File: config.mk
export PLATFORM = sky130hd
export DESIGN_NAME = dram_net_bridge
export DESIGN_NICKNAME = d
export VERILOG_FILES = /design/src/rtl/dram_net_bridge.sv
export SDC_FILE = /design/constraint.sdc
export NUM_CORES = 1
export LEC_CHECK = 0
export CAP_MARGIN = 20
export CORE_ASPECT_RATIO = 1.1
export CORE_UTILIZATION = 34
export DETAILED_ROUTE_END_ITERATION = 8
export GPL_TIMING_DRIVEN = 0
export PLACE_DENSITY = 0.77
export SETUP_SLACK_MARGIN = 0.15
export SYNTH_ARGS = -nofsm -noshare
export SYNTH_HDL_FRONTEND = slang
export SYNTH_SLANG_ARGS = --single-unit
File: constraint.sdc
create_clock -name Clock -period 3.8 [get_ports Clock]
set_clock_uncertainty 0.2 [all_clocks]
set_input_delay 0.76 -clock Clock [delete_from_list [all_inputs] [get_ports Clock]]
set_output_delay 0.76 -clock Clock [all_outputs]
set_load 0.05 [all_outputs]
File: src/rtl/dram_net_bridge.sv
// Bridges a DRAM command/data interface onto a flit network: writes and read requests
// leave as a header flit (+ write data), read bursts return on the ingress port.
module dram_net_bridge #(
    parameter int NetworkWidth   = 64,
    parameter int DDRAWidth      = 28,
    parameter int DDRCWidth      = 3,
    parameter int BurstFlits     = 8,
    parameter int MaxOutstanding = 4,
    parameter int CmdWrite       = 0,
    parameter int CmdRead        = 1
) (
    input  logic                                  Clock,
    input  logic                                  Reset,
    input  logic [DDRAWidth-1:0]                  DRAMAddress,
    input  logic [DDRCWidth-1:0]                  DRAMCommand,
    input  logic                                  DRAMCommandValid,
    output logic                                  DRAMCommandReady,
    input  logic [NetworkWidth-1:0]               DRAMWriteData,
    input  logic                                  DRAMWriteDataValid,
    output logic                                  DRAMWriteDataReady,
    output logic [NetworkWidth-1:0]               DRAMReadData,
    output logic                                  DRAMReadDataValid,
    output logic [NetworkWidth-1:0]               NetOut,
    output logic                                  NetOutValid,
    input  logic                                  NetOutReady,
    input  logic [NetworkWidth-1:0]               NetIn,
    input  logic                                  NetInValid,
    output logic                                  NetInReady,
    output logic [$clog2(MaxOutstanding+1)-1:0]   ReadsOutstanding,
    output logic                                  Error
);

    localparam int BW = $clog2(BurstFlits);
    localparam int OW = $clog2(MaxOutstanding + 1);

    typedef enum logic [1:0] {IDLE, HDR, WDATA} state_e;

    state_e                  state_q;
    logic [NetworkWidth-1:0] header_q, header_d;
    logic                    is_read_q;
    logic [BW-1:0]           beat_q;
    logic [BW-1:0]           in_cnt_q;
    logic [OW-1:0]           rd_out_q;
    logic                    err_q;
    logic                    rvalid_q;
    logic [NetworkWidth-1:0] rdata_q;

    logic cmd_is_read, cmd_is_write, cmd_hs, hdr_hs, wr_hs;
    logic in_drop, in_acc, burst_done, rd_inc;

    assign cmd_is_read  = (DRAMCommand == DDRCWidth'(CmdRead));
    assign cmd_is_write = (DRAMCommand == DDRCWidth'(CmdWrite));
    assign cmd_hs       = DRAMCommandReady && DRAMCommandValid;
    assign hdr_hs       = (state_q == HDR) && NetOutReady;
    assign wr_hs        = (state_q == WDATA) && DRAMWriteDataValid && NetOutReady;
    assign rd_inc       = hdr_hs && is_read_q;

    // A flit with nothing requested and no burst in progress is unsolicited.
    assign in_drop    = NetInValid && (rd_out_q == '0) && (in_cnt_q == '0);
    assign in_acc     = NetInValid && !in_drop;
    assign burst_done = in_acc && (in_cnt_q == BW'(BurstFlits - 1));

    always_comb begin
        header_d = '0;
        header_d[NetworkWidth-1 -: 8] = 8'(DRAMCommand);
        header_d[DDRAWidth-1:0]       = DRAMAddress;
    end

    always_ff @(posedge Clock or posedge Reset) begin
        if (Reset) begin
            state_q   <= IDLE;
            header_q  <= '0;
            is_read_q <= 1'b0;
            beat_q    <= '0;
        end else begin
            case (state_q)
                IDLE: begin
                    if (cmd_hs && (cmd_is_read || cmd_is_write)) begin
                        header_q  <= header_d;
                        is_read_q <= cmd_is_read;
                        state_q   <= HDR;
                    end
                end
                HDR: begin
                    if (NetOutReady) begin
                        state_q <= is_read_q ? IDLE : WDATA;
                        beat_q  <= '0;
                    end
                end
                WDATA: begin
                    if (wr_hs) begin
                        beat_q <= beat_q + 1'b1;
                        if (beat_q == BW'(BurstFlits - 1)) state_q <= IDLE;
                    end
                end
                default: state_q <= IDLE;
            endcase
        end
    end

    always_ff @(posedge Clock or posedge Reset) begin
        if (Reset) begin
            rvalid_q <= 1'b0;
            rdata_q  <= '0;
            in_cnt_q <= '0;
        end else begin
            rvalid_q <= in_acc;
            if (in_acc) begin
                rdata_q  <= NetIn;
                in_cnt_q <= in_cnt_q + 1'b1;
            end
        end
    end

    always_ff @(posedge Clock or posedge Reset) begin
        if (Reset) begin
            rd_out_q <= '0;
        end else begin
            case ({rd_inc, burst_done})
                2'b10:   rd_out_q <= rd_out_q + 1'b1;
                2'b01:   rd_out_q <= rd_out_q - 1'b1;
                default: rd_out_q <= rd_out_q;
            endcase
        end
    end

    always_ff @(posedge Clock or posedge Reset) begin
        if (Reset) begin
            err_q <= 1'b0;
        end else begin
            err_q <= err_q | (cmd_hs && !cmd_is_read && !cmd_is_write) | in_drop;
        end
    end

    assign DRAMCommandReady   = (state_q == IDLE) &&
                                !(cmd_is_read && (rd_out_q == OW'(MaxOutstanding)));
    assign NetOut             = (state_q == WDATA) ? DRAMWriteData : header_q;
    assign NetOutValid        = (state_q == HDR) || ((state_q == WDATA) && DRAMWriteDataValid);
    assign DRAMWriteDataReady = (state_q == WDATA) && NetOutReady;
    assign NetInReady         = 1'b1;
    assign DRAMReadData       = rdata_q;
    assign DRAMReadDataValid  = rvalid_q;
    assign ReadsOutstanding   = rd_out_q;
    assign Error              = err_q;

endmodule

# Yosys cells after proc, flatten, opt, wreduce, memory -nomap -nowiden
# Cells that the tools add are included.
# Widths: inputs -> output; s select.
dict set report word_totals {
  reg_bits 109
  input_bits 165
  output_inout_bits 137
  elab_cells 68
}
dict set report classes {
  n_addsub 4
  n_eq_ne 12
  muxes 11
  bitwise 2
  n_reduce_logical 30
}
# operator count
set ops {}
lappend ops {{$mux 64} 1}
lappend ops {{$logic_and 1x1->1} 15}
lappend ops {{$pmux 3 s2} 2}
lappend ops {{$mux 2} 5}
lappend ops {{$add 3x1->3 const B} 3}
lappend ops {{$eq 3x3->1 const B} 3}
lappend ops {{$logic_not 3->1} 3}
lappend ops {{$mux 3} 2}
lappend ops {{$ne 2x2->1 const B} 3}
lappend ops {{$pmux 2 s3} 1}
lappend ops {{$eq 2x1->1 const B} 2}
lappend ops {{$eq 2x2->1 const B} 2}
lappend ops {{$logic_not 1->1} 4}
lappend ops {{$reduce_and 4->1} 1}
lappend ops {{$reduce_bool 2->1} 2}
lappend ops {{$eq 3x1->1 const B} 1}
lappend ops {{$reduce_and 3->1} 1}
lappend ops {{$sub 3x1->3 const B} 1}
lappend ops {{$logic_not 2->1} 1}
lappend ops {{$logic_or 1x1->1} 2}
lappend ops {{$ne 2x1->1 const B} 1}
lappend ops {{$or 1x1->1} 2}
lappend ops {{$reduce_and 2->1} 1}

# Longest topological paths before layout
# Gate-level depths: netlist (run 1).
dict set report depth {
  depth_word 9
  mapped_depth 13
  depth_no_buf 10
}

# Least setup slack after synthesis (run 1)
# Ideal clock, no wire load.
dict set report synth_path {
  path_type {register -> register}
  start {register rd_out_q[2], in the netlist ReadsOutstanding[2]}
  end {register rd_out_q[2], in the netlist ReadsOutstanding[2]}
  setup_ps 82
  arrival_ps 2439
  required_ps 3518
  setup_slack_ps 1079
  stages_incl_launch_ff 13
  n_path_buf 3
  synth_period_minus_slack_ps 2721
  cell_sequence {dfrtp_1 nor4_2 a21bo_1 buf_6 buf_12 buf_12 nor2_1 ha_1 inv_1 fa_1 xor2_1 nor2_1 xor2_1}
}
dict set report synth_via {
  elab_chain_cells 8
  word_cells_on_any_way 12
  classes_between {add/sub (2); eq/ne (2); mux (1); reduce/logical (7)}
}
# element line
set synth_rtl {}
lappend synth_rtl {{from (decl)} 43} ;# logic [OW-1:0] rd_out_q;
lappend synth_rtl {{from (signal assigned)} 120} ;# 2'b10: rd_out_q <= rd_out_q + 1'b1;
lappend synth_rtl {{from (signal assigned)} 121} ;# 2'b01: rd_out_q <= rd_out_q - 1'b1;
lappend synth_rtl {{from (signal assigned)} 122} ;# default: rd_out_q <= rd_out_q;
lappend synth_rtl {{$logic_not 3->1} 59} ;# assign in_drop = NetInValid && (rd_out_q == '0) && (in_cnt_q == '0);
lappend synth_rtl {{$logic_and 1x1->1 (2 in a row)} 59}
lappend synth_rtl {{$logic_not 1->1} 60} ;# assign in_acc = NetInValid && !in_drop;
lappend synth_rtl {{$logic_and 1x1->1} 60}
lappend synth_rtl {{$logic_and 1x1->1} 61} ;# assign burst_done = in_acc && (in_cnt_q == BW'(BurstFlits - 1));
lappend synth_rtl {{$eq 2x1->1 or $eq 2x2->1 (tied branches)} 119} ;# case ({rd_inc, burst_done})
lappend synth_rtl {{$pmux 3 s2 or $reduce_bool 2->1 (tied branches)} -}
# Parallel ways exist; a longest one is shown, timed or not.
# A chain may end at the register's enable or synchronous reset.

# Final worst setup path (run 1)
dict set report layout_path {
  start {register state_q[1]}
  end {output NetOut[6]}
}
dict set report layout_via {
  elab_chain_cells 2
}
# element line
set layout_rtl {}
lappend layout_rtl {{from (decl)} 38} ;# state_e state_q;
lappend layout_rtl {{from (signal assigned)} 86} ;# state_q <= is_read_q ? IDLE : WDATA;
lappend layout_rtl {{$eq 2x2->1} 137} ;# assign NetOut = (state_q == WDATA) ? DRAMWriteData : header_q;
lappend layout_rtl {{$mux 64} 137}
lappend layout_rtl {{to (decl)} 23} ;# output logic [NetworkWidth-1:0] NetOut,
# Every way passes these cells.

==> results.sh, run 1 <==
export IMPL_grt_max_degree=42
export IMPL_dpl_cell_area_um2=8274
export IMPL_synth_warnings=0
export IMPL_max_freq_mhz=283.4
export IMPL_post_route_period_util_pct=92.85
export IMPL_synth_yosys_seq_area_share_pct=54.69
export IMPL_clk_latency_ns=0.34
export IMPL_cp_end_kind="output port"
export IMPL_power_density_nw_per_um2=679.8
export IMPL_r2r_slack_ns=1.07
export IMPL_worst_pin_slew_ns=0.7153
export IMPL_rsz0062_at_grt="no"
export IMPL_ys_types=34
export IMPL_multiInputGateArea_um2=2058
export IMPL_fillerInstances=1168
export IMPL_hp_class="reg2reg"
export IMPL_start_util_pct=34.66
export IMPL_track_usage_pct=20.14
export IMPL_arrival_ns=2.57
export IMPL_grt_overflow=0
export IMPL_irDropWorstVdd_v=0.0002781
export IMPL_route_detailed_drc=0
export IMPL_fin_ws_ns=0.2718
export IMPL_crit_type="reg2out"
export IMPL_cts_buffer_depth=2
export IMPL_core_area_um2=14390
export IMPL_cts_max_level=3
export IMPL_fin_setup_tns_ns=0
export IMPL_slew_headroom_pct=52.21
export IMPL_diodes=0
export IMPL_vias_per_cell=4.613
export IMPL_p_leak_nw=3.730
export IMPL_synth_avg_cell_area_um2=14.41
export IMPL_place_ws_ns=0.3453
export IMPL_dpl_hpwl_mm=11.70
export IMPL_critPathRequiredTime_ns=2.84
export IMPL_syn_num_nets=518
export IMPL_clock_sinks=109
export IMPL_cts_tree="built"
export IMPL_period_needed_ns=3.528
export IMPL_antenna_found_initial=0
export IMPL_cp_max_fo=10
export IMPL_hold_viol=0
export IMPL_final_core_util_pct=59.26
export IMPL_clk_pin_slew_ns=0.07
export IMPL_layout_nets=831
export IMPL_slew_viol_final=0
export IMPL_place_congestion=0.7929
export IMPL_grt_pass1_vias=4254
export IMPL_ys_ff_latch=109
export IMPL_synthCells=346
export IMPL_syn_area_um2=4987
export IMPL_ff_latch_area_um2=2728
export IMPL_crit_path_start_kind="register"
export IMPL_max_cap_viol_count=0
export IMPL_wl_per_cell_um=17.65
export IMPL_areaGrowthSynthToFinish_pct=70.97
export IMPL_die_h_um=129.0
export IMPL_firstDrtPassIters=6
export IMPL_cts_setup_buffers=0
export IMPL_drive_gt1_share_pct=25.15
export IMPL_port_buffers=300
export IMPL_final_cell_area_um2=8527
export IMPL_outcome="complete, no violations"
export IMPL_row_count=46
export IMPL_cts_root_buf="clkbuf_16"
export IMPL_die_area_um2=15160
export IMPL_numCtsBuffers=9
export IMPL_die_x_um=117.5
export IMPL_final_antenna_net_count=0
export IMPL_totalWireLength_mm=15.11
export IMPL_io_pins=302
export IMPL_finalSetupViolations=0
export IMPL_routed_via_count=3949
export IMPL_hold_ws_ns=0.2817
export IMPL_grt_pass1_wl_mm=23.26
export IMPL_drt_iter0_markers=110
final cells by class:
type,count,share of cell area (%)
clock inverter,7,0.8804
inverter,8,0.3962
multi-input combinational,208,24.14
tap,192,2.817
sequential,109,31.99
timing repair buffer,302,35.13
buffer,21,2.010
clock buffer,9,2.641
per-layer routing:
layer | up-vias | routed length (um) | part of all wire (%) | track usage, %
met5 | - | 0 | 0 | 0
met4 | 0 | 227 | 1.5 | 6.109
met3 | 14 | 1577 | 10 | 9.111
met2 | 197 | 7572 | 50 | 34.63
met1 | 1920 | 5729 | 38 | 22.53
li1 | 1818 | - | - | -
repair_timing:
| action | 4_1_cts | 5_1_grt |
|---|---|---|
| hold buffers | 0 | 0 |
| resized for setup | 40 | 1 |
| hold endpoints to repair | 0 | 0 |
| setup endpoints to repair | 40 | 1 |
Yosys cell counts (all sizes together):
master / number / area (um2)
a21o: 1 / 7.510
nor2b: 2 / 12.51
a22o: 5 / 43.79
xnor2: 2 / 17.52
nand2b: 2 / 12.51
o31a: 1 / 8.760
and3b: 2 / 17.52
nand3b: 1 / 7.510
inv: 8 / 30.03
nand4: 1 / 12.51
conb: 1 / 3.750
nand4bb: 1 / 11.26
nand4b: 1 / 8.760
and2: 36 / 225.2
a311o: 1 / 10.01
a21oi: 1 / 5.000
a21bo: 1 / 10.01
mux2: 128 / 1468
clkbuf: 3 / 11.26
buf: 18 / 160.1
dfrtp: 109 / 2728
nand3: 2 / 10.01
xor2: 2 / 17.52
mux2i: 1 / 10.01
nor4: 1 / 12.51
fa: 1 / 20.02
o21ai: 1 / 5.000
nand2: 3 / 11.26
nor2: 4 / 15.01
ha: 6 / 75.07
registers in the layout, indices dropped and copies added, names as in the netlist:
name               flops
in_cnt_q               3
state_q                2
DRAMReadDataValid      1
beat_q                 3
ReadsOutstanding       3
Error                  1
header_q              31
is_read_q              1
DRAMReadData          64
cells in the final DEF, fill, tap and decap left out, types with 2 or more instances in the layout:
cell type and instances:
a22o_1 5, and2_1 36, and3b_1 2, buf_12 4, buf_2 6, buf_4 6, buf_6 4, clkbuf_1 3
clkbuf_16 9, clkdlybuf4s50_1 259, clkinvlp_4 4, dfrtp_1 109, dlygate4sd2_1 40, ha_1 6, inv_1 7, mux2_2 121
mux2_4 7, nand2_1 3, nand2b_1 2, nand3_1 2, nor2_1 4, nor2b_1 2, xnor2_1 2, xor2_1 2
cell families after synthesis:
group / Yosys count / synth area share [%]
AOI/OAI and AO/OA: 11 / 1.806
xor gates and xnor gates: 4 / 0.7026
adders and majority gates: 7 / 1.907
buffers and inverters: 29 / 4.039
DFF: 109 / 54.69
muxes: 129 / 29.63
other: 1 / 0.07519
and+or+nand+nor: 56 / 7.150
power by group:
part / leakage, nW / internal [W] / switching [W]
registers: 1.29 / 0.00147 / 0.000190
logic: 2.30 / 0.00124 / 0.00194
clock network: 0.138 / 0.000514 / 0.000439
through the flow:
step	cells	power [W]
4_1_cts	856	0.005866
2_1_floorplan	346	0.003810
6_report	856	0.005797
3_3_place_gp	838	0.004889
3_5_place_dp	840	0.004957
5_1_grt	856	0.006064
worst max-delay path, stage by stage, from the launching register on:
cell and delay, ns:
dfrtp_1 0.33, buf_2 0.19, nor2b_1 0.26, buf_2 0.32, mux2_2 0.38, clkdlybuf4s50_1 0.73
path summary, 6_finish.rpt:
| check | from | endpoint | depth (start not counted) |
|---|---|---|---|
| max in group asynchronous | Reset | header_q[9] | 3 |
| min in group asynchronous | Reset | DRAMReadData[40] | 2 |
| max | state_q[1] | NetOut[6] | 5 |
| max reg2reg | in_cnt_q[0] | ReadsOutstanding[2] | 13 |
| min reg2reg | header_q[58] | header_q[58] | 1 |
| min | header_q[58] | header_q[58] | 1 |
(Power assumes the default switching activity.)
==> run 2, diff against run 1 <==
==> constraint.sdc (replaced) <==
create_clock -name Clock -period 3.04 [get_ports Clock]
set_clock_uncertainty 0.2 [all_clocks]
set_input_delay 0.608 -clock Clock [delete_from_list [all_inputs] [get_ports Clock]]
set_output_delay 0.608 -clock Clock [all_outputs]
set_load 0.05 [all_outputs]
==> results.sh, run 2 (synthesis results as in run 1) <==
export IMPL_outcome="complete, no violations"
export IMPL_max_freq_mhz=356.3
export IMPL_slew_headroom_pct=52.50
export IMPL_place_ws_ns=-0.2279
export IMPL_critical_path_slowest_cell="mux2_2"
export IMPL_post_route_period_util_pct=92.32
export IMPL_fin_ws_ns=0.2334
export IMPL_p_leak_nw=3.636
export IMPL_start_util_pct=34.66
export IMPL_intPower_w=0.003991
export IMPL_finalSetupViolations=0
export IMPL_power_density_nw_per_um2=840.6
export IMPL_die_x_um=117.5
export IMPL_cts_hold_buf=0
export IMPL_clkPwrFrac_pct=16.5
export IMPL_hp_class="reg2reg"
export IMPL_totalWireLength_mm=15.19
export IMPL_dpl_cell_area_um2=8274
export IMPL_row_count=46
export IMPL_numCtsBuffers=9
export IMPL_hold_viol=0
export IMPL_drt_iter0_markers=94
export IMPL_grt_pass1_wl_mm=23.43
export IMPL_crit_path_start_kind="register"
export IMPL_p_sw_w=0.003222
export IMPL_rsz0062_at_grt="no"
export IMPL_antenna_found_initial=0
export IMPL_clk_pin_slew_ns=0.07
export IMPL_crit_type="reg2out"
export IMPL_wl_per_cell_um=17.75
export IMPL_io_pins=302
export IMPL_critPathRequiredTime_ns=2.23
export IMPL_cp_end_kind="output port"
export IMPL_areaGrowthSynthToFinish_pct=72.05
export IMPL_final_antenna_net_count=0
export IMPL_clock_sinks=109
export IMPL_slew_viol_final=0
export IMPL_grt_pass1_vias=4283
export IMPL_diodes=0
export IMPL_cts_root_buf="clkbuf_16"
export IMPL_port_buffers=300
export IMPL_max_cap_viol_count=0
export IMPL_layout_nets=831
export IMPL_vias_per_cell=4.639
export IMPL_crit_chain="clkbuf_4 -> nor2b_4 -> buf_4 -> mux2_2 -> clkdlybuf4s15_2"
export IMPL_grt_max_degree=42
export IMPL_die_area_um2=15160
export IMPL_final_cell_area_um2=8581
export IMPL_largest_reg_flops=64
export IMPL_layout_common_cells="clkdlybuf4s50_1, mux2_2, dfrtp_1, clkdlybuf4s15_2, and2_1"
export IMPL_grt_overflow=0
export IMPL_dpl_hpwl_mm=11.70
export IMPL_swShare_pct=44.66
export IMPL_cts_buffer_depth=2
export IMPL_worst_pin_slew_ns=0.7111
export IMPL_irDropWorstVdd_v=0.0003478
export IMPL_cts_max_level=3
export IMPL_final_core_util_pct=59.63
export IMPL_track_usage_pct=20.29
export IMPL_fillerInstances=1148
export IMPL_cp_max_fo=10
export IMPL_routed_via_count=3971
export IMPL_place_congestion=0.7929
export IMPL_cp_slowest_stage_delay_ns=0.36
export IMPL_die_h_um=129.0
export IMPL_drive_gt1_share_pct=35.84
export IMPL_p_comb_share_pct=54.6
export IMPL_route_detailed_drc=0
export IMPL_final_common_cell="clkdlybuf4s50_1"
export IMPL_cts_tree="built"
export IMPL_core_area_um2=14390
export IMPL_sequentialPowerShare_pct=28.8
export IMPL_arrival_ns=2.00
export IMPL_firstDrtPassIters=6
export IMPL_clk_latency_ns=0.35
export IMPL_period_needed_ns=2.807
[run 2: per-stage QoR]
stage / power (W) / hold slack, ns / cells / TNS, ns
floorplan: 0.004763 / 0.2494 / 346 / 0
global placement: 0.006112 / 0.2649 / 838 / -18.07
detailed placement: 0.006196 / 0.2668 / 840 / -5.649
CTS: 0.007309 / 0.2890 / 856 / 0
global route: 0.007547 / 0.3134 / 856 / 0
finish: 0.007213 / 0.2870 / 856 / 0
[run 2: cell type report]
cell class / instances / area (um2) / area share, %
Buffer: 21 / 191.4 / 2.231
Multi-Input combinational cell: 208 / 2071 / 24.13
Timing Repair Buffer: 302 / 3017 / 35.16
Sequential cell: 109 / 2728 / 31.79
Tap cell: 192 / 240.2 / 2.800
Inverter: 8 / 33.78 / 0.3937
Clock inverter: 7 / 75.07 / 0.8749
Clock buffer: 9 / 225.2 / 2.625
[run 2: final timing paths]
| kind | cells after the start | startpoint | slack, ns | end |
|---|---|---|---|---|
| min reg2reg | 1 | header_q[58] | 0.29 | header_q[58] |
| max reg2reg | 13 | in_cnt_q[0] | 0.34 | ReadsOutstanding[2] |
| max in group asynchronous | 3 | Reset | 1.48 | header_q[6] |
| min | 1 | header_q[58] | 0.29 | header_q[58] |
| max | 5 | state_q[1] | 0.23 | NetOut[6] |
| min in group asynchronous | 2 | Reset | 0.51 | DRAMReadData[40] |
[run 2: per-layer routing]
metal	wire length (um)	part of all wire [%]	track usage, %	up-vias
met3	1562	10	9.067	14
met5	0	0	0	-
met4	210	1.4	6.109	0
li1	-	-	-	1816
met1	5747	38	22.56	1948
met2	7671	50	35.15	193
[run 2: worst max-delay path, delay by kind of cell, from the launching register on]
| kind | cells | cell delay, ns |
|---|---|---|
| mux | 1 | 0.36 |
| buf+inv | 3 | 0.77 |
| simple gates | 1 | 0.20 |
| flops | 1 | 0.33 |
[run 2: repair_timing]
item                                    4_1_cts  5_1_grt
gates resized for setup                     220       25
setup buffers                                 0        0
pin swaps                                     0        2
endpoints found under the setup margin       67       46
[run 2: power by group through the flow]
| stage | logic, W | clock network [W] | registers, W |
|---|---|---|---|
| final | 0.00394 | 0.00119 | 0.00208 |
| after global routing | 0.00412 | 0.00129 | 0.00213 |
| after CTS | 0.00399 | 0.00123 | 0.00208 |
| after detailed placement | 0.00409 | 0 | 0.00211 |
| after global placement | 0.00403 | 0 | 0.00208 |
| after floorplan | 0.00220 | 0 | 0.00256 |
